`src/rtl/fft_4x4_out_serializer.sv`:
```
// fft_4x4_out_serializer
//   Buffers one 4x4 complex FFT result frame (16 real + 16 imaginary words)
//   on an fft_done pulse, then streams it out one element per beat over a
//   valid/ready handshake, in row-major or column-major order.
//
// Parameters
//   ORDER  : 0 = row-major (element k on beat k), 1 = column-major
//   MAG_EN : 1 = m_mag carries |re|+|im|, 0 = m_mag tied to zero
//
// Ports
//   clk                         : single clock, rising edge
//   reset                       : asynchronous, active-low
//   fft_done                    : one-cycle frame-ready pulse, din_* valid while high
//   din_real_0..15 / din_imag_0..15 : frame words, element n = row n/4, col n%4
//   m_valid / m_ready           : output beat handshake
//   m_real / m_imag             : element data of current beat
//   m_index                     : source element number of current beat
//   m_last                      : high on beat 15
//   m_mag                       : |m_real| + |m_imag|, unsigned 17-bit
//   busy                        : a frame is held or streaming
//   overrun                     : one-cycle pulse when an incoming frame was dropped
module fft_4x4_out_serializer #(
  parameter int unsigned ORDER  = 0,
  parameter int unsigned MAG_EN = 1
) (
  input  logic        clk,
  input  logic        reset,
  input  logic        fft_done,
  input  logic [15:0] din_real_0,
  input  logic [15:0] din_real_1,
  input  logic [15:0] din_real_2,
  input  logic [15:0] din_real_3,
  input  logic [15:0] din_real_4,
  input  logic [15:0] din_real_5,
  input  logic [15:0] din_real_6,
  input  logic [15:0] din_real_7,
  input  logic [15:0] din_real_8,
  input  logic [15:0] din_real_9,
  input  logic [15:0] din_real_10,
  input  logic [15:0] din_real_11,
  input  logic [15:0] din_real_12,
  input  logic [15:0] din_real_13,
  input  logic [15:0] din_real_14,
  input  logic [15:0] din_real_15,
  input  logic [15:0] din_imag_0,
  input  logic [15:0] din_imag_1,
  input  logic [15:0] din_imag_2,
  input  logic [15:0] din_imag_3,
  input  logic [15:0] din_imag_4,
  input  logic [15:0] din_imag_5,
  input  logic [15:0] din_imag_6,
  input  logic [15:0] din_imag_7,
  input  logic [15:0] din_imag_8,
  input  logic [15:0] din_imag_9,
  input  logic [15:0] din_imag_10,
  input  logic [15:0] din_imag_11,
  input  logic [15:0] din_imag_12,
  input  logic [15:0] din_imag_13,
  input  logic [15:0] din_imag_14,
  input  logic [15:0] din_imag_15,
  output logic        m_valid,
  input  logic        m_ready,
  output logic [15:0] m_real,
  output logic [15:0] m_imag,
  output logic [3:0]  m_index,
  output logic        m_last,
  output logic [16:0] m_mag,
  output logic        busy,
  output logic        overrun
);

  typedef enum logic [0:0] {StIdle, StStream} state_e;

  state_e      state_q, state_d;
  logic [3:0]  beat_q, beat_d;
  logic        armed_q;
  logic [15:0] m_real_q, m_real_d;
  logic [15:0] m_imag_q, m_imag_d;
  logic [3:0]  m_index_q, m_index_d;
  logic        m_last_q, m_last_d;
  logic [16:0] m_mag_q, m_mag_d;
  logic        overrun_q, overrun_d;

  logic [15:0] din_re [16];
  logic [15:0] din_im [16];
  logic [15:0] buf_re_q [16];
  logic [15:0] buf_im_q [16];

  logic        xfer, last_beat, capture, advance;
  logic [3:0]  next_beat, src_elem;
  logic [15:0] sel_re, sel_im;

  assign din_re[0]  = din_real_0;   assign din_im[0]  = din_imag_0;
  assign din_re[1]  = din_real_1;   assign din_im[1]  = din_imag_1;
  assign din_re[2]  = din_real_2;   assign din_im[2]  = din_imag_2;
  assign din_re[3]  = din_real_3;   assign din_im[3]  = din_imag_3;
  assign din_re[4]  = din_real_4;   assign din_im[4]  = din_imag_4;
  assign din_re[5]  = din_real_5;   assign din_im[5]  = din_imag_5;
  assign din_re[6]  = din_real_6;   assign din_im[6]  = din_imag_6;
  assign din_re[7]  = din_real_7;   assign din_im[7]  = din_imag_7;
  assign din_re[8]  = din_real_8;   assign din_im[8]  = din_imag_8;
  assign din_re[9]  = din_real_9;   assign din_im[9]  = din_imag_9;
  assign din_re[10] = din_real_10;  assign din_im[10] = din_imag_10;
  assign din_re[11] = din_real_11;  assign din_im[11] = din_imag_11;
  assign din_re[12] = din_real_12;  assign din_im[12] = din_imag_12;
  assign din_re[13] = din_real_13;  assign din_im[13] = din_imag_13;
  assign din_re[14] = din_real_14;  assign din_im[14] = din_imag_14;
  assign din_re[15] = din_real_15;  assign din_im[15] = din_imag_15;

  // Beat number to source element; column-major swaps the 2-bit row/col fields.
  function automatic logic [3:0] beat_to_elem(input logic [3:0] k);
    if (ORDER == 1) return {k[1:0], k[3:2]};
    return k;
  endfunction

  // |a| + |b| with both parts sign-extended to 17 bits so -32768 is representable.
  function automatic logic [16:0] mag_of(input logic [15:0] re, input logic [15:0] im);
    logic [16:0] ere, eim, are, aim;
    ere = {re[15], re};
    eim = {im[15], im};
    are = ere[16] ? (~ere + 17'd1) : ere;
    aim = eim[16] ? (~eim + 17'd1) : eim;
    return are + aim;
  endfunction

  always_comb begin
    xfer      = (state_q == StStream) && m_ready;
    last_beat = (beat_q == 4'd15);
    // armed_q blocks capture on the first edge after reset release.
    capture   = armed_q && fft_done && ((state_q == StIdle) || (xfer && last_beat));
    advance   = xfer && !last_beat;
    next_beat = beat_q + 4'd1;
    src_elem  = beat_to_elem(next_beat);

    // Beat 0 maps to element 0 in both orders, so a capture loads straight from din.
    sel_re = capture ? din_re[0] : buf_re_q[src_elem];
    sel_im = capture ? din_im[0] : buf_im_q[src_elem];

    state_d   = state_q;
    beat_d    = beat_q;
    m_real_d  = m_real_q;
    m_imag_d  = m_imag_q;
    m_index_d = m_index_q;
    m_last_d  = m_last_q;
    m_mag_d   = m_mag_q;
    overrun_d = (state_q == StStream) && fft_done && !capture;

    if (capture || advance) begin
      m_real_d  = sel_re;
      m_imag_d  = sel_im;
      m_mag_d   = (MAG_EN != 0) ? mag_of(sel_re, sel_im) : 17'd0;
    end

    if (capture) begin
      state_d   = StStream;
      beat_d    = 4'd0;
      m_index_d = 4'd0;
      m_last_d  = 1'b0;
    end else if (advance) begin
      beat_d    = next_beat;
      m_index_d = src_elem;
      m_last_d  = (next_beat == 4'd15);
    end else if (xfer && last_beat) begin
      state_d   = StIdle;
      m_last_d  = 1'b0;
    end
  end

  always_ff @(posedge clk or negedge reset) begin
    if (!reset) begin
      state_q   <= StIdle;
      beat_q    <= 4'd0;
      armed_q   <= 1'b0;
      m_real_q  <= 16'd0;
      m_imag_q  <= 16'd0;
      m_index_q <= 4'd0;
      m_last_q  <= 1'b0;
      m_mag_q   <= 17'd0;
      overrun_q <= 1'b0;
    end else begin
      state_q   <= state_d;
      beat_q    <= beat_d;
      armed_q   <= 1'b1;
      m_real_q  <= m_real_d;
      m_imag_q  <= m_imag_d;
      m_index_q <= m_index_d;
      m_last_q  <= m_last_d;
      m_mag_q   <= m_mag_d;
      overrun_q <= overrun_d;
    end
  end

  // Frame buffer is pure datapath; its contents are never observed before a capture.
  always_ff @(posedge clk) begin
    if (capture) begin
      for (int i = 0; i < 16; i++) begin
        buf_re_q[i] <= din_re[i];
        buf_im_q[i] <= din_im[i];
      end
    end
  end

  assign m_valid = (state_q == StStream);
  assign busy    = (state_q == StStream);
  assign overrun = overrun_q;
  assign m_real  = m_real_q;
  assign m_imag  = m_imag_q;
  assign m_index = m_index_q;
  assign m_last  = m_last_q;
  assign m_mag   = m_mag_q;

endmodule

```
`config.mk`:
```
export PLATFORM = sky130hd
export DESIGN_NAME = fft_4x4_out_serializer
export DESIGN_NICKNAME = d
export VERILOG_FILES = /design/src/rtl/fft_4x4_out_serializer.sv
export SDC_FILE = /design/constraint.sdc
export NUM_CORES = 1
export LEC_CHECK = 0
export CAP_MARGIN = 20
export CORE_ASPECT_RATIO = 2
export CORE_MARGIN = 2
export CORE_UTILIZATION = 45
export CTS_CLUSTER_SIZE = 16
export DETAILED_ROUTE_END_ITERATION = 8
export PLACE_DENSITY = 0.86
export SETUP_SLACK_MARGIN = 0.3
export SYNTH_ARGS = -nofsm -noshare
export SYNTH_HDL_FRONTEND = slang
export SYNTH_SLANG_ARGS = --single-unit
```
`constraint.sdc`:
```
create_clock -name clk -period 10.32 [get_ports clk]
set_input_delay 1.548 -clock clk [delete_from_list [all_inputs] [get_ports clk]]
set_output_delay 1.548 -clock clk [all_outputs]
set_load 0.03 [all_outputs]
```
==> flow_metrics.tcl, run 1 <==
set metrics [dict create \
    synth-seq-area-share_pct 72.7 \
    top_level_ports 573 \
    timing.critical_path.depth 15 \
    data_arrival_time_of_the_critical_path_ns 7.33 \
    wirelength_um 64800 \
    timing.critical_path.slowest_stage_cell "sky130_fd_sc_hd__dfrtp_4" \
    layout.cells.most_common "sky130_fd_sc_hd__clkdlybuf4s50_1" \
    drtIter0Drc 994 \
    rrSetupSlack_ns 3.47 \
    worst_slew_margin_rel_pct 28.8 \
    grt_pass1_vias 14800 \
    cts.hold.buffers_added 0 \
    cts-root-to-sink-buffers 3 \
    tritoncts "yes" \
    slew_viol_final 0 \
    synth-main-ff-cell "sky130_fd_sc_hd__edfxtp_1" \
    ir_worst_vdd_mv 0.270 \
    post-dp-hpwl_um 47700 \
    drv_cap 0 \
    hold_path.class "reg -> reg" \
    worst_setup_hold_path_clk_slew_ns 0.07 \
    min_path_cells 2 \
    cp_launch_type "flip-flop" \
    num_rows 117 \
    grt_max_degree 179 \
    initial_core_util_pct 45.5 \
    grt-ovfl-total 0 \
    die_width_um 164 \
    setup.worst_path.class "reg -> reg" \
    area.growth.synth_to_final_pct 34.7 \
    floorplan.core_area_mm2 0.0508 \
    postSynthNetCount 1690 \
    chipHeight_um 325 \
    worst_margin_pin_slew_ns 1.07 \
    async_reset_ff_share_pct 10.0 \
    setup_viol 0 \
    rr_endpoint "m_mag[15]" \
    cts_sinks 569 \
    layout-drive-gt1-share_pct 13.7 \
    r2r_start "m_index[0]" \
    mostFrequentLayoutCells "sky130_fd_sc_hd__clkdlybuf4s50_1, sky130_fd_sc_hd__edfxtp_1, sky130_fd_sc_hd__mux4_2" \
    min_period_ns 6.85 \
    route.detailed.drc 0 \
    antenna_violating_nets_post_route 0 \
    cp_data_required_time_ns 10.80 \
    whs_ns 0.478 \
    grt_antenna_before_repair 13 \
    timing.critical_path.cells "buf_4 > buf_4 > mux4_2 > mux4_2 > mux2i_1 > ha_1 > inv_1 > or4_1 > o21bai_1 > xor2_1 > ha_1 > a2111oi_0 > a31oi_1 > o21a_1 > o31ai_1" \
    syn_avg_cell_area_um2 20.0 \
    power_density_mw_per_mm2 307 \
    fp.dieArea_mm2 0.0533 \
    synth_top_cells_by_area "sky130_fd_sc_hd__edfxtp_1, sky130_fd_sc_hd__mux4_2, sky130_fd_sc_hd__dfrtp_1" \
    cts.root.buffer_cell "sky130_fd_sc_hd__clkbuf_16" \
    grt_setup_unrepaired "no" \
    total_vias_in_the_final_route 13400 \
    tns_ns 0 \
    total_leakage_power_uw 0.0105 \
    avgRoutedWirePerCell_um 26.5 \
    syn-instance-count 1153 \
    worst_clock_skew_ns 0.0296 \
    path_delay_family "multiplexers" \
    min_delay_worst_endpoint "m_real[13]" \
    cts_repair_resize_count 0 \
    hp-start "m_real[13]" \
    post_drt_via_cell_ratio 5.48 \
    hold_viol_final 0 \
    yosysWarnings 0 \
    post_synth_instance_area_mm2 0.0231 \
    ys_types 58 \
    first_pass_iters 7 \
    ys_seq_elements 569 \
    yosysTopAreaCellShare_pct 66.5 \
    timing.critical_path.to_type "flip-flop" \
    r2r.worst_path.cells 15 \
    run_status "completed" \
    finish.net_count 2275 \
    grt_util_all_layers_pct 24.2 \
    fmax_ghz 0.146 \
    critical_path_buf_inv_count 3 \
    buffer_ports.inserted 572 \
    gp_congestion 0.864 \
    cts_htree_levels 2 \
    cts_made_buffers 50 \
    clkLatencyLatePin_ns 0.60 \
    post-cts-setup-buffer-count 0 \
    grt_pass1_wl_um 93100 \
    synth_top_cell_by_area "sky130_fd_sc_hd__edfxtp_1" \
    synth-edff-count 512 \
    cpPeakStageDelay_ns 0.83 \
    final.period_utilization_pct 66.4 \
    critical_path.max_fanout 38 \
]
## stage by stage
step           std cells  cell area, um2  utilization, %  total power, uW  worst slack [ns]
4_1_cts             2430           31100            61.2             9640              3.39
2_1_floorplan       1153           23100               -             6240              1.68
3_3_place_gp        2339           29500            58.1             7660              3.37
5_1_grt             2444           31100            61.3            10100              2.99
3_5_place_dp        2339           29500            58.1             7760              3.21
6_report            2444           31100            61.3             9560              3.47
## worst max-delay path by stage
| stage | start | end | slack (ns) |
|---|---|---|---|
| 2_1_floorplan | m_ready | m_mag[14] | 1.68 |
| 3_3_place_gp | m_ready | m_mag[14] | 3.37 |
| 3_5_place_dp | m_ready | m_mag[14] | 3.21 |
| 4_1_cts | m_index[0] | m_mag[15] | 3.39 |
| 5_1_grt | m_index[0] | m_mag[14] | 2.99 |
| 6_report | m_index[0] | m_mag[15] | 3.47 |
## routing by layer
metal  track usage (%)  part of all wire [%]  vias to the layer above  wire [um]
li1                  -                     -                     5892          -
met1              25.7                    33                     6703      21500
met2              44.6                    55                      652      35500
met3              5.41                   7.4                      147       4770
met4              11.4                   4.5                        0       2940
met5                 0                     0                        -          0
## flip-flops by register name (all words and copies together), names as in the netlist
signal    cells
buf_re_q    256
buf_im_q    256
busy          1
overrun       1
m_index       4
m_imag       16
m_mag        17
m_last        1
armed_q       1
m_real       16
## worst reg2reg max path, stage by stage (launching register included)
cell	delay (ns)
sky130_fd_sc_hd__dfrtp_4	0.83
sky130_fd_sc_hd__buf_4	0.67
sky130_fd_sc_hd__buf_4	0.78
sky130_fd_sc_hd__mux4_2	0.65
sky130_fd_sc_hd__mux4_2	0.48
sky130_fd_sc_hd__mux2i_1	0.56
sky130_fd_sc_hd__ha_1	0.32
sky130_fd_sc_hd__inv_1	0.07
sky130_fd_sc_hd__or4_1	0.58
sky130_fd_sc_hd__o21bai_1	0.20
sky130_fd_sc_hd__xor2_1	0.09
sky130_fd_sc_hd__ha_1	0.24
sky130_fd_sc_hd__a2111oi_0	0.62
sky130_fd_sc_hd__a31oi_1	0.23
sky130_fd_sc_hd__o21a_1	0.22
sky130_fd_sc_hd__o31ai_1	0.23
## power breakdown
group | leakage [uW] | internal [uW] | total [uW] | switching (uW)
sequential | 0.00526 | 2680 | 2790 | 105
clock | 0.000784 | 1020 | 1860 | 845
combinational | 0.00451 | 2190 | 4910 | 2730
## cell families (layout without fill, tap and decap cells)
family,Yosys count,after routing,synth area share [%]
AO/OA/AOI/OAI,116,116,3.01
XOR/XNOR,41,41,1.55
adder cells (fa/ha/maj),21,21,1.17
buffers and inverters,71,695,1.86
flip-flops,569,569,72.7
multiplexers,186,186,16.8
other,1,14,0.0162
AND/OR/NAND/NOR,148,148,2.87
## cell type report
cell class                      instances  area (um2)
Fill cell                            3535       19700
Antenna cell                           13        32.5
Sequential cell                       569       16800
Timing Repair Buffer                  588        5870
Multi-Input combinational cell        513        5940
Clock inverter                         29         245
Tap cell                              654         818
Inverter                               16        76.3
Clock buffer                           62        1360
## synthesized netlist by cell type (2+ instances only)
master                     count
sky130_fd_sc_hd__nor3_1        7
sky130_fd_sc_hd__clkbuf_1     19
sky130_fd_sc_hd__mux4_1       16
sky130_fd_sc_hd__mux4_2      139
sky130_fd_sc_hd__nor4_1        2
sky130_fd_sc_hd__o211ai_1      4
sky130_fd_sc_hd__or2_2         2
sky130_fd_sc_hd__buf_12        3
sky130_fd_sc_hd__mux2i_4       2
sky130_fd_sc_hd__o21bai_1      6
sky130_fd_sc_hd__a21o_1        6
sky130_fd_sc_hd__nand2_1      47
sky130_fd_sc_hd__buf_6         7
sky130_fd_sc_hd__mux2_2        2
sky130_fd_sc_hd__a221oi_1      2
sky130_fd_sc_hd__a211oi_1      3
sky130_fd_sc_hd__dfrtp_1      57
sky130_fd_sc_hd__buf_2         9
sky130_fd_sc_hd__a21oi_1      47
sky130_fd_sc_hd__a31oi_1       7
sky130_fd_sc_hd__and3_1        3
sky130_fd_sc_hd__o41ai_1       2
sky130_fd_sc_hd__o21a_1        5
sky130_fd_sc_hd__o31ai_1       2
sky130_fd_sc_hd__o21ai_0      24
sky130_fd_sc_hd__nand3_1      10
sky130_fd_sc_hd__buf_4         9
sky130_fd_sc_hd__nor2_1       58
sky130_fd_sc_hd__mux2i_1      26
sky130_fd_sc_hd__nand2b_1      4
sky130_fd_sc_hd__xor2_1       18
sky130_fd_sc_hd__inv_1        15
sky130_fd_sc_hd__xnor2_1      23
sky130_fd_sc_hd__nand4_1       5
sky130_fd_sc_hd__edfxtp_1    512
sky130_fd_sc_hd__ha_1         20
sky130_fd_sc_hd__a41oi_1       2
sky130_fd_sc_hd__or3_1         2
sky130_fd_sc_hd__buf_1         6
sky130_fd_sc_hd__nor2b_1       2
Note: power is estimated with default switching activity, not from simulation.
==> inputs of run 2 (changes only) <==
--- a/config.mk
+++ b/config.mk
@@ -6,12 +6,11 @@
 export NUM_CORES = 1
 export LEC_CHECK = 0
 export CAP_MARGIN = 20
-export CORE_ASPECT_RATIO = 2
-export CORE_MARGIN = 2
-export CORE_UTILIZATION = 45
+export CORE_AREA = 2 2 225 227
 export CTS_CLUSTER_SIZE = 16
 export DETAILED_ROUTE_END_ITERATION = 8
-export PLACE_DENSITY = 0.86
+export DIE_AREA = 0 0 227 229
+export PLACE_DENSITY = 0.85
 export SETUP_SLACK_MARGIN = 0.3
 export SYNTH_ARGS = -nofsm -noshare
 export SYNTH_HDL_FRONTEND = slang
==> constraint.sdc (replaced) <==
create_clock -name clk -period 6.7 [get_ports clk]
set_input_delay 1.005 -clock clk [delete_from_list [all_inputs] [get_ports clk]]
set_output_delay 1.005 -clock clk [all_outputs]
set_load 0.03 [all_outputs]
==> run 2 against run 1 <==
Effect of this change: clock-buffer cell count up 14; core utilization up 2.5 points; worst hold slack better by 0.0045 ns; cell count up 1.6%; global-route usage up 0.19 points; via count up 0.16%; wire length down 2.5%; flip-flop and latch count unchanged.
==> flow_metrics.tcl, run 2 (synthesized netlist as in run 1, its figures left out) <==
set metrics [dict create \
    run_status "completed" \
    cts_sinks 569 \
    min_period_ns 5.87 \
    fp.dieArea_mm2 0.0520 \
    power.switching_uw 5730 \
    p_int_uw 9600 \
    seqPwrFrac_pct 28.0 \
    total_leakage_power_uw 0.0108 \
    final.period_utilization_pct 87.6 \
    grt_antenna_before_repair 4 \
    grt_pass1_vias 14700 \
    chipHeight_um 229 \
    antenna_violating_nets_post_route 0 \
    post-dp-hpwl_um 45100 \
    setup.worst_path.class "reg -> reg" \
    grt_max_degree 187 \
    avgRoutedWirePerCell_um 25.4 \
    drv_cap 0 \
    cts_repair_resize_count 0 \
    gr-usage-met2_pct 42.7 \
    drtIter0Drc 1211 \
    fmax_ghz 0.170 \
    floorplan.core_area_mm2 0.0497 \
    globalRouteMet1Util_pct 29.5 \
    rr_endpoint "m_mag[14]" \
    r2r.worst_path.cells 16 \
    cts_htree_levels 2 \
    hp-start "m_mag[15]" \
    route.detailed.drc 0 \
    cts_made_buffers 60 \
    cpPeakStageDelay_ns 0.74 \
    cts.root.buffer_cell "sky130_fd_sc_hd__clkbuf_16" \
    worst_setup_hold_path_clk_slew_ns 0.06 \
    gp_congestion 0.841 \
    worst_slew_margin_rel_pct 21.4 \
    cp_launch_type "flip-flop" \
    rrSetupSlack_ns 0.83 \
    finish.net_count 2292 \
    clkLatencyLatePin_ns 0.63 \
    grt_util_all_layers_pct 24.4 \
    worst_clock_skew_ns 0.0317 \
    power.clock.fraction_pct 22.1 \
    first_pass_iters 5 \
    num_rows 82 \
    r2r_start "m_index[0]" \
    global_route.peak_usage_layer "met2" \
    tritoncts "yes" \
    critical_path.max_fanout 76 \
    layout.cells.most_common "sky130_fd_sc_hd__clkdlybuf4s50_1" \
    min_path_cells 2 \
    postLayoutCoreUtil_pct 63.8 \
    timing.critical_path.cells "inv_1 > ha_4 > buf_12 > mux4_2 > mux4_2 > mux2i_1 > nand4_1 > nor4_1 > a21oi_1 > xnor2_1 > ha_1 > a2111oi_0 > inv_1 > o21ai_0 > xor2_1 > o21ai_0" \
    timing.critical_path.slowest_stage_cell "sky130_fd_sc_hd__dfrtp_4" \
    grt_setup_unrepaired "no" \
    grt_pass1_wl_um 91900 \
    die_width_um 227 \
    timing.critical_path.to_type "flip-flop" \
    buffer_ports.inserted 572 \
    hold_path.class "reg -> reg" \
    ir_worst_vdd_mv 0.532 \
    pwr-share-comb_pct 49.9 \
    whs_ns 0.483 \
    cp_data_required_time_ns 7.15 \
    post-cts-setup-buffer-count 0 \
    cts-root-to-sink-buffers 3 \
    power.share.switching_pct 37.4 \
    area.growth.synth_to_final_pct 37.1 \
    total_vias_in_the_final_route 13400 \
    top_level_ports 573 \
    slew_viol_final 0 \
    setup_viol 0 \
    data_arrival_time_of_the_critical_path_ns 6.33 \
    hold_viol_final 0 \
    min_delay_worst_endpoint "m_mag[15]" \
    worst_margin_pin_slew_ns 1.18 \
    use_met3_pct 5.55 \
    post_drt_via_cell_ratio 5.41 \
    grt-ovfl-total 0 \
    tns_ns 0 \
    wirelength_um 63100 \
    cts.hold.buffers_added 0 \
    power_density_mw_per_mm2 484 \
    initial_core_util_pct 46.6 \
    mostFrequentLayoutCells "sky130_fd_sc_hd__clkdlybuf4s50_1, sky130_fd_sc_hd__edfxtp_1, sky130_fd_sc_hd__mux4_2" \
    layout-drive-gt1-share_pct 15.1 \
]
[run 2: cell count changes in the layout (fill, tap and decap cells not counted), sizes merged]
| cell | change |
|---|---|
| clkinv | +6 |
| buf | +7 |
| bufinv | +5 |
| inv | -5 |
| clkbuf | +14 |
| clkinvlp | +2 |
| diode | -9 |
[run 2: metal layers]
layer | up-vias | routed length, um
met5 | - | 0
met1 | 6788 | 23000
met2 | 590 | 33100
met3 | 114 | 4940
li1 | 5924 | -
met4 | 0 | 2130
[run 2: layout make-up]
class | count | area [um2]
diodes | 4 | 10.0
multi-input cells | 513 | 5940
well taps | 672 | 841
fillers | 3415 | 18000
flip-flops and latches | 569 | 16800
repair buffers | 595 | 5980
inverters | 16 | 86.3
clock inverters | 37 | 425
clock buffers | 76 | 1600
[run 2: critical path, delay by kind of cell, from the launching register on]
family,cells,cell delay [ns]
AND/OR/NAND/NOR,2,0.78
multiplexers,3,1.42
adder cells (fa/ha/maj),2,0.65
XOR/XNOR,2,0.32
flip-flops,1,0.74
buffers and inverters,3,0.56
AO/OA/AOI/OAI,4,1.02
[run 2: power by group through the flow]
stage	clock [uW]	sequential, uW	combinational (uW)
after CTS	3450	4290	7730
after global placement	0	4340	7570
after global routing	3580	4310	8300
final	3390	4290	7650
after floorplan	0	4620	5000
after detailed placement	0	4360	7660
[run 2: through the flow]
step | area [um2] | total power [uW] | setup WS (ns) | instances
2_1_floorplan | 23100 | 9630 | 0.341 | 1153
3_3_place_gp | 29700 | 11900 | 0.598 | 2365
3_5_place_dp | 29700 | 12000 | 0.600 | 2365
4_1_cts | 31700 | 15500 | 0.889 | 2478
5_1_grt | 31700 | 16200 | 0.399 | 2482
6_report | 31700 | 15300 | 0.828 | 2482
[run 2: worst max-delay path by stage]
| stage | start | endpoint | slack [ns] | cells after the start |
|---|---|---|---|---|
| 2_1_floorplan | m_index[0] | m_mag[14] | 0.34 | 30 |
| 3_3_place_gp | m_ready | m_mag[14] | 0.60 | 15 |
| 3_5_place_dp | m_ready | m_mag[14] | 0.60 | 16 |
| 4_1_cts | m_index[0] | m_mag[14] | 0.89 | 16 |
| 5_1_grt | m_index[0] | m_mag[14] | 0.40 | 16 |
| 6_report | m_index[0] | m_mag[14] | 0.83 | 16 |
==> inputs of run 3 (changes only) <==
--- a/config.mk
+++ b/config.mk
@@ -5,7 +5,6 @@
 export SDC_FILE = /design/constraint.sdc
 export NUM_CORES = 1
 export LEC_CHECK = 0
-export CAP_MARGIN = 20
 export CORE_AREA = 2 2 225 227
 export CTS_CLUSTER_SIZE = 16
 export DETAILED_ROUTE_END_ITERATION = 8
==> results of run 3 <==
The final DEF is identical to that of run 2; final timing and power are the same.
==> patch 1 (config.mk and constraints of run 2) <==
Put one more register stage on the output `overrun`, with the module's reset. The value now appears one clock later. The other outputs are not delayed to match. Comments in the files are not updated.
--- a/src/rtl/fft_4x4_out_serializer.sv
+++ b/src/rtl/fft_4x4_out_serializer.sv
@@ -202,7 +202,13 @@
 
   assign m_valid = (state_q == StStream);
   assign busy    = (state_q == StStream);
-  assign overrun = overrun_q;
+  always_ff @(posedge clk or negedge reset) begin
+    if (!reset) begin
+      overrun <= '0;
+    end else begin
+      overrun <= overrun_q;
+    end
+  end
   assign m_real  = m_real_q;
   assign m_imag  = m_imag_q;
   assign m_index = m_index_q;
Check against the original RTL: not equivalent (Yosys sat finds a counterexample within 4 cycles, from zero or initial values and one cycle with reset low).
==> patch 1 against run 2 <==
Worst setup slack better by 0.029 ns. Wire length is 1.1% lower. Utilization hardly changed. Area after synthesis is 0.11% higher. Critical path depth is 1 higher. Final cell count is 0.20% higher. Sequential cell count is 1 higher. Design area hardly changed. Synthesized cell count hardly changed. Total power hardly changed. Critical path type unchanged. Critical endpoint unchanged. Highest routed layer unchanged.
==> patch 1: results (changes against run 2) <==
[run_status]
outcome=finished, final reports clean  ; unchanged

[cells_and_area]
final_net_count=2290  ; was 2292
stdcell_count=2487  ; was 2482
drive_gt1_frac=0.152  ; was 0.151

[timing]
worst_clock_skew_ns=0.0257  ; was 0.0317 ns
fmaxAchievable_mhz=171  ; was 170 MHz
tightest_slew_ns=1.40  ; was 1.18 ns

[power_and_ir_drop]
total_leakage_power_uw=0.0108  ; about the same
irDropWorstVdd_mv=0.597  ; was 0.532 mV

[critical_path]
cp_max_fo=65  ; was 76
arrival_ns=6.28  ; was 6.33 ns
max_stage_delay_ns=0.62  ; was 0.74 ns
reg2regPathDepth=17  ; was 16
reg2reg_setup_slack_ns=0.86  ; was 0.83 ns
cpMaxStageDelayCell=sky130_fd_sc_hd__xnor2_2  ; was sky130_fd_sc_hd__dfrtp_4

[place]
dpl.cell_count=2364  ; was 2365
place_area_um2=29700  ; about the same

[min_path]
worstHoldPathCells=0  ; was 2
hold-path-endpoint=overrun  ; was m_mag[15]

[synth]
synth.yosys.seq_area_share=0.727  ; about the same
ys_top_cells_by_area=sky130_fd_sc_hd__edfxtp_1 66%, sky130_fd_sc_hd__mux4_2 14%, sky130_fd_sc_hd__dfrtp_1 6.3%  ; was sky130_fd_sc_hd__edfxtp_1 67%, sky130_fd_sc_hd__mux4_2 14%, sky130_fd_sc_hd__dfrtp_1 6.2%
async_flop_share=0.102  ; was 0.100
synth_xor_area_frac=0.0155  ; about the same
yosys-mux-area-fraction=0.168  ; about the same
synth_fp_nets=1691  ; was 1690
synth_compound_area_frac=0.0301  ; about the same
postSynthCellCount=1154  ; was 1153
yosys.area_share.adder=0.0117  ; about the same
synthTopCellsByCount=512 x sky130_fd_sc_hd__edfxtp_1, 139 x sky130_fd_sc_hd__mux4_2, 58 x sky130_fd_sc_hd__dfrtp_1, 58 x sky130_fd_sc_hd__nor2_1  ; was 512 x sky130_fd_sc_hd__edfxtp_1, 139 x sky130_fd_sc_hd__mux4_2, 58 x sky130_fd_sc_hd__nor2_1

[grt]
first_global_vias=14600  ; was 14700
grt_usage=0.241  ; was 0.244
antenna_found_initial=11  ; was 4
largest_net_degree_at_the_start_of_global_routing=195  ; was 187
grt_first_pass_wirelength_um=90500  ; was 91900 um

[drt]
drt_first_pass_iters=6  ; was 5
dr.first_iter.drc_count=1178  ; was 1211
post_drt_wl_per_cell_um=25.1  ; was 25.4 um

[floorplanning]
initial_core_util=0.466  ; about the same

[patch 1: changes by cell type in the layout (fill, tap and decap cells not counted), sizes merged]
cell,before,now
diode,4,11
buf,24,22
clkinv,27,20
bufinv,8,7
clkbuf,76,81
inv,16,17
dfrtp,57,58
clkinvlp,2,3
[patch 1: metal layers]
layer	track usage	routed length (um)
met1	0.291	22700
met2	0.418	32500
met3	0.0554	5030
met4	0.0933	2220
met5	0	0
[patch 1: where the power goes]
group	internal [uW]	switching [uW]
registers	4140	121
logic	3420	4260
clock network	2000	1370
total	9570	5760
[patch 1: timing repair]
item	CTS	global route
gates resized for setup	0	1
hold buffers	0	0
setup endpoints to repair	0	1
[patch 1: cell type report]
type	instances	area, um2
inverter	16	86.3
timing repair buffer	593	5960
tap	672	841
antenna	11	27.5
multi-input combinational	513	5950
sequential	570	16800
clock buffer	81	1660
clock inverter	31	357
fill	3446	18000
==> patch 2 (config.mk and constraints of run 2) <==
Without the edit above. `MAG_EN`: 1 -> 0. Comments in the files are not updated.
--- a/src/rtl/fft_4x4_out_serializer.sv
+++ b/src/rtl/fft_4x4_out_serializer.sv
@@ -21,7 +21,7 @@
 //   overrun                     : one-cycle pulse when an incoming frame was dropped
 module fft_4x4_out_serializer #(
   parameter int unsigned ORDER  = 0,
-  parameter int unsigned MAG_EN = 1
+  parameter int unsigned MAG_EN = 0
 ) (
   input  logic        clk,
   input  logic        reset,
Behaviour: not the same (Yosys sat finds a counterexample within 4 cycles, from zero or initial values and one cycle with reset low).
==> patch 2 against run 2 <==
Register-to-register slack gained 2.3 ns. Worst setup slack gained 1.9 ns. Wire length shrank 6.5%. Combinational power shrank 48%. Utilization shrank 4.7 points. Synthesized cell count shrank 14%. Design area shrank 7.3%. Sequential cell count shrank 17. Critical path depth shrank 14. Largest power group is now sequential cells. Area after synthesis shrank 8.0%. First-iteration DRC count grew 8.5%. Total power shrank 27%.
==> patch 2: results (changes against run 2) <==
[synth]
synth_cell_type_count=31  ; was 58
ys_top_cells_by_area=sky130_fd_sc_hd__edfxtp_1 72%, sky130_fd_sc_hd__mux4_2 14%, sky130_fd_sc_hd__dfrtp_1 4.7%  ; was sky130_fd_sc_hd__edfxtp_1 67%, sky130_fd_sc_hd__mux4_2 14%, sky130_fd_sc_hd__dfrtp_1 6.2%
synthTopCellsByCount=512 x sky130_fd_sc_hd__edfxtp_1, 130 x sky130_fd_sc_hd__mux4_2, 42 x sky130_fd_sc_hd__nand2_1  ; was 512 x sky130_fd_sc_hd__edfxtp_1, 139 x sky130_fd_sc_hd__mux4_2, 58 x sky130_fd_sc_hd__nor2_1
synth.yosys.seq_area_share=0.770  ; was 0.727
number_of_enable_type_register_cells_in_the_synthesized_netlist=512  ; unchanged
async_flop_share=0.0725  ; was 0.100

[cells_and_area]
drive_gt1_frac=0.156  ; was 0.151
filler_cell_count=3514  ; was 3415
final_net_count=2091  ; was 2292

[critical_path]
startpoint_type=flop  ; unchanged
arrival_ns=2.95  ; was 6.33 ns
worst_setup_path_endpoint=m_index[0]  ; was m_mag[14]
reg2regPathDepth=7  ; was 16
reg2reg_setup_slack_ns=3.08  ; was 0.83 ns
cp_max_fo=41  ; was 76
worstReg2RegEnd=m_real[2]  ; was m_mag[14]

[drt]
dr_total_vias=12600  ; was 13400
post_drt_wl_per_cell_um=25.7  ; was 25.4 um
drt_first_pass_iters=5  ; unchanged
dr.first_iter.drc_count=1314  ; was 1211

[power_and_ir_drop]
total_leakage_power_uw=0.00955  ; was 0.0108 uW
irDropWorstVdd_mv=0.401  ; was 0.532 mV

[timing]
tightest_slew_ns=1.03  ; was 1.18 ns
worst_clock_skew_ns=0.0154  ; was 0.0317 ns
fmaxAchievable_mhz=253  ; was 170 MHz
fin_worst_hold_slack_ns=0.547  ; was 0.483 ns

[grt]
largest_net_degree_at_the_start_of_global_routing=161  ; was 187
grt_first_pass_wirelength_um=86000  ; was 91900 um
grt_usage=0.226  ; was 0.244
antenna_found_initial=10  ; was 4
first_global_vias=13600  ; was 14700

[place]
finalWeightedCongestion=0.823  ; was 0.841
port-buffer-count=555  ; was 572
hpwl_um=41500  ; was 45100 um

[clocking]
clk_latency_ns=0.60  ; was 0.63 ns
worst_setup_hold_path_clk_slew_ns=0.06  ; about the same
cts_buffers=57  ; was 60
cts.repair_timing.setup_buffer_count=0  ; unchanged

[min_path]
type_of_the_most_critical_hold_path=primary input to async pin  ; was flop to flop

[run_status]
outcome=finished, final reports clean  ; unchanged

[patch 2: cell count changes after synthesis, moves of 20 or more]
cell                       change
sky130_fd_sc_hd__a221oi_1     +28
sky130_fd_sc_hd__a21oi_1      -41
sky130_fd_sc_hd__nor3b_1      +30
sky130_fd_sc_hd__xnor2_1      -21
sky130_fd_sc_hd__a211oi_1     +27
sky130_fd_sc_hd__nor2b_1      +31
sky130_fd_sc_hd__mux2i_1      -24
sky130_fd_sc_hd__a31oi_1      +27
sky130_fd_sc_hd__o21ai_0      -20
sky130_fd_sc_hd__nor2_1       -56
[patch 2: worst max-delay path, stage by stage, from the launching register on]
cell and delay, ns:
sky130_fd_sc_hd__dfrtp_4 0.77, sky130_fd_sc_hd__buf_4 0.72, sky130_fd_sc_hd__clkdlybuf4s50_1 0.82
[patch 2: layer usage]
layer	up-vias	wire, um	global-route usage
li1	5314	-	-
met2	741	30300	0.390
met1	6386	21300	0.275
met5	-	11	0
met3	133	5120	0.0457
met4	2	2410	0.101
[patch 2: worst min-delay path by stage]
stage            start  cells past startpoint          to
2_1_floorplan  armed_q                      2        busy
3_3_place_gp   armed_q                      2        busy
3_5_place_dp    m_last                      2      m_last
4_1_cts          reset                      2  m_real[15]
5_1_grt          reset                      2     overrun
6_report         reset                      2     overrun
[patch 2: layout make-up]
type / instances / area share
multi-input combinational: 380 / 0.156
timing repair buffer: 580 / 0.197
antenna: 7 / 0.000596
sequential: 552 / 0.557
inverter: 2 / 0.000255
clock buffer: 70 / 0.0509
clock inverter: 35 / 0.00911
tap: 672 / 0.0286
[patch 2: through the flow]
stage	std cells	utilization	cell area, um2
finish	2298	0.592	29400
global route	2298	0.592	29400
CTS	2291	0.591	29400
detailed placement	2186	0.556	27600
global placement	2186	0.556	27600
floorplan	1013	-	21300
[patch 2: report_power, final]
| part | total [uW] | switching [uW] | internal [uW] |
|---|---|---|---|
| clock network | 3010 | 1310 | 1700 |
| logic | 3950 | 2070 | 1880 |
| registers | 4270 | 192 | 4080 |
[patch 2: cell families after synthesis]
logic type                 count (synthesis)  synth area share
muxes                                    132             0.139
buffers and inverters                     81            0.0209
other                                      2          0.000353
and+or+nand+nor                          118            0.0311
DFF                                      552             0.770
AOI/OAI and AO/OA                        108            0.0368
adders and majority gates                  2           0.00118
xor gates and xnor gates                   2          0.000824
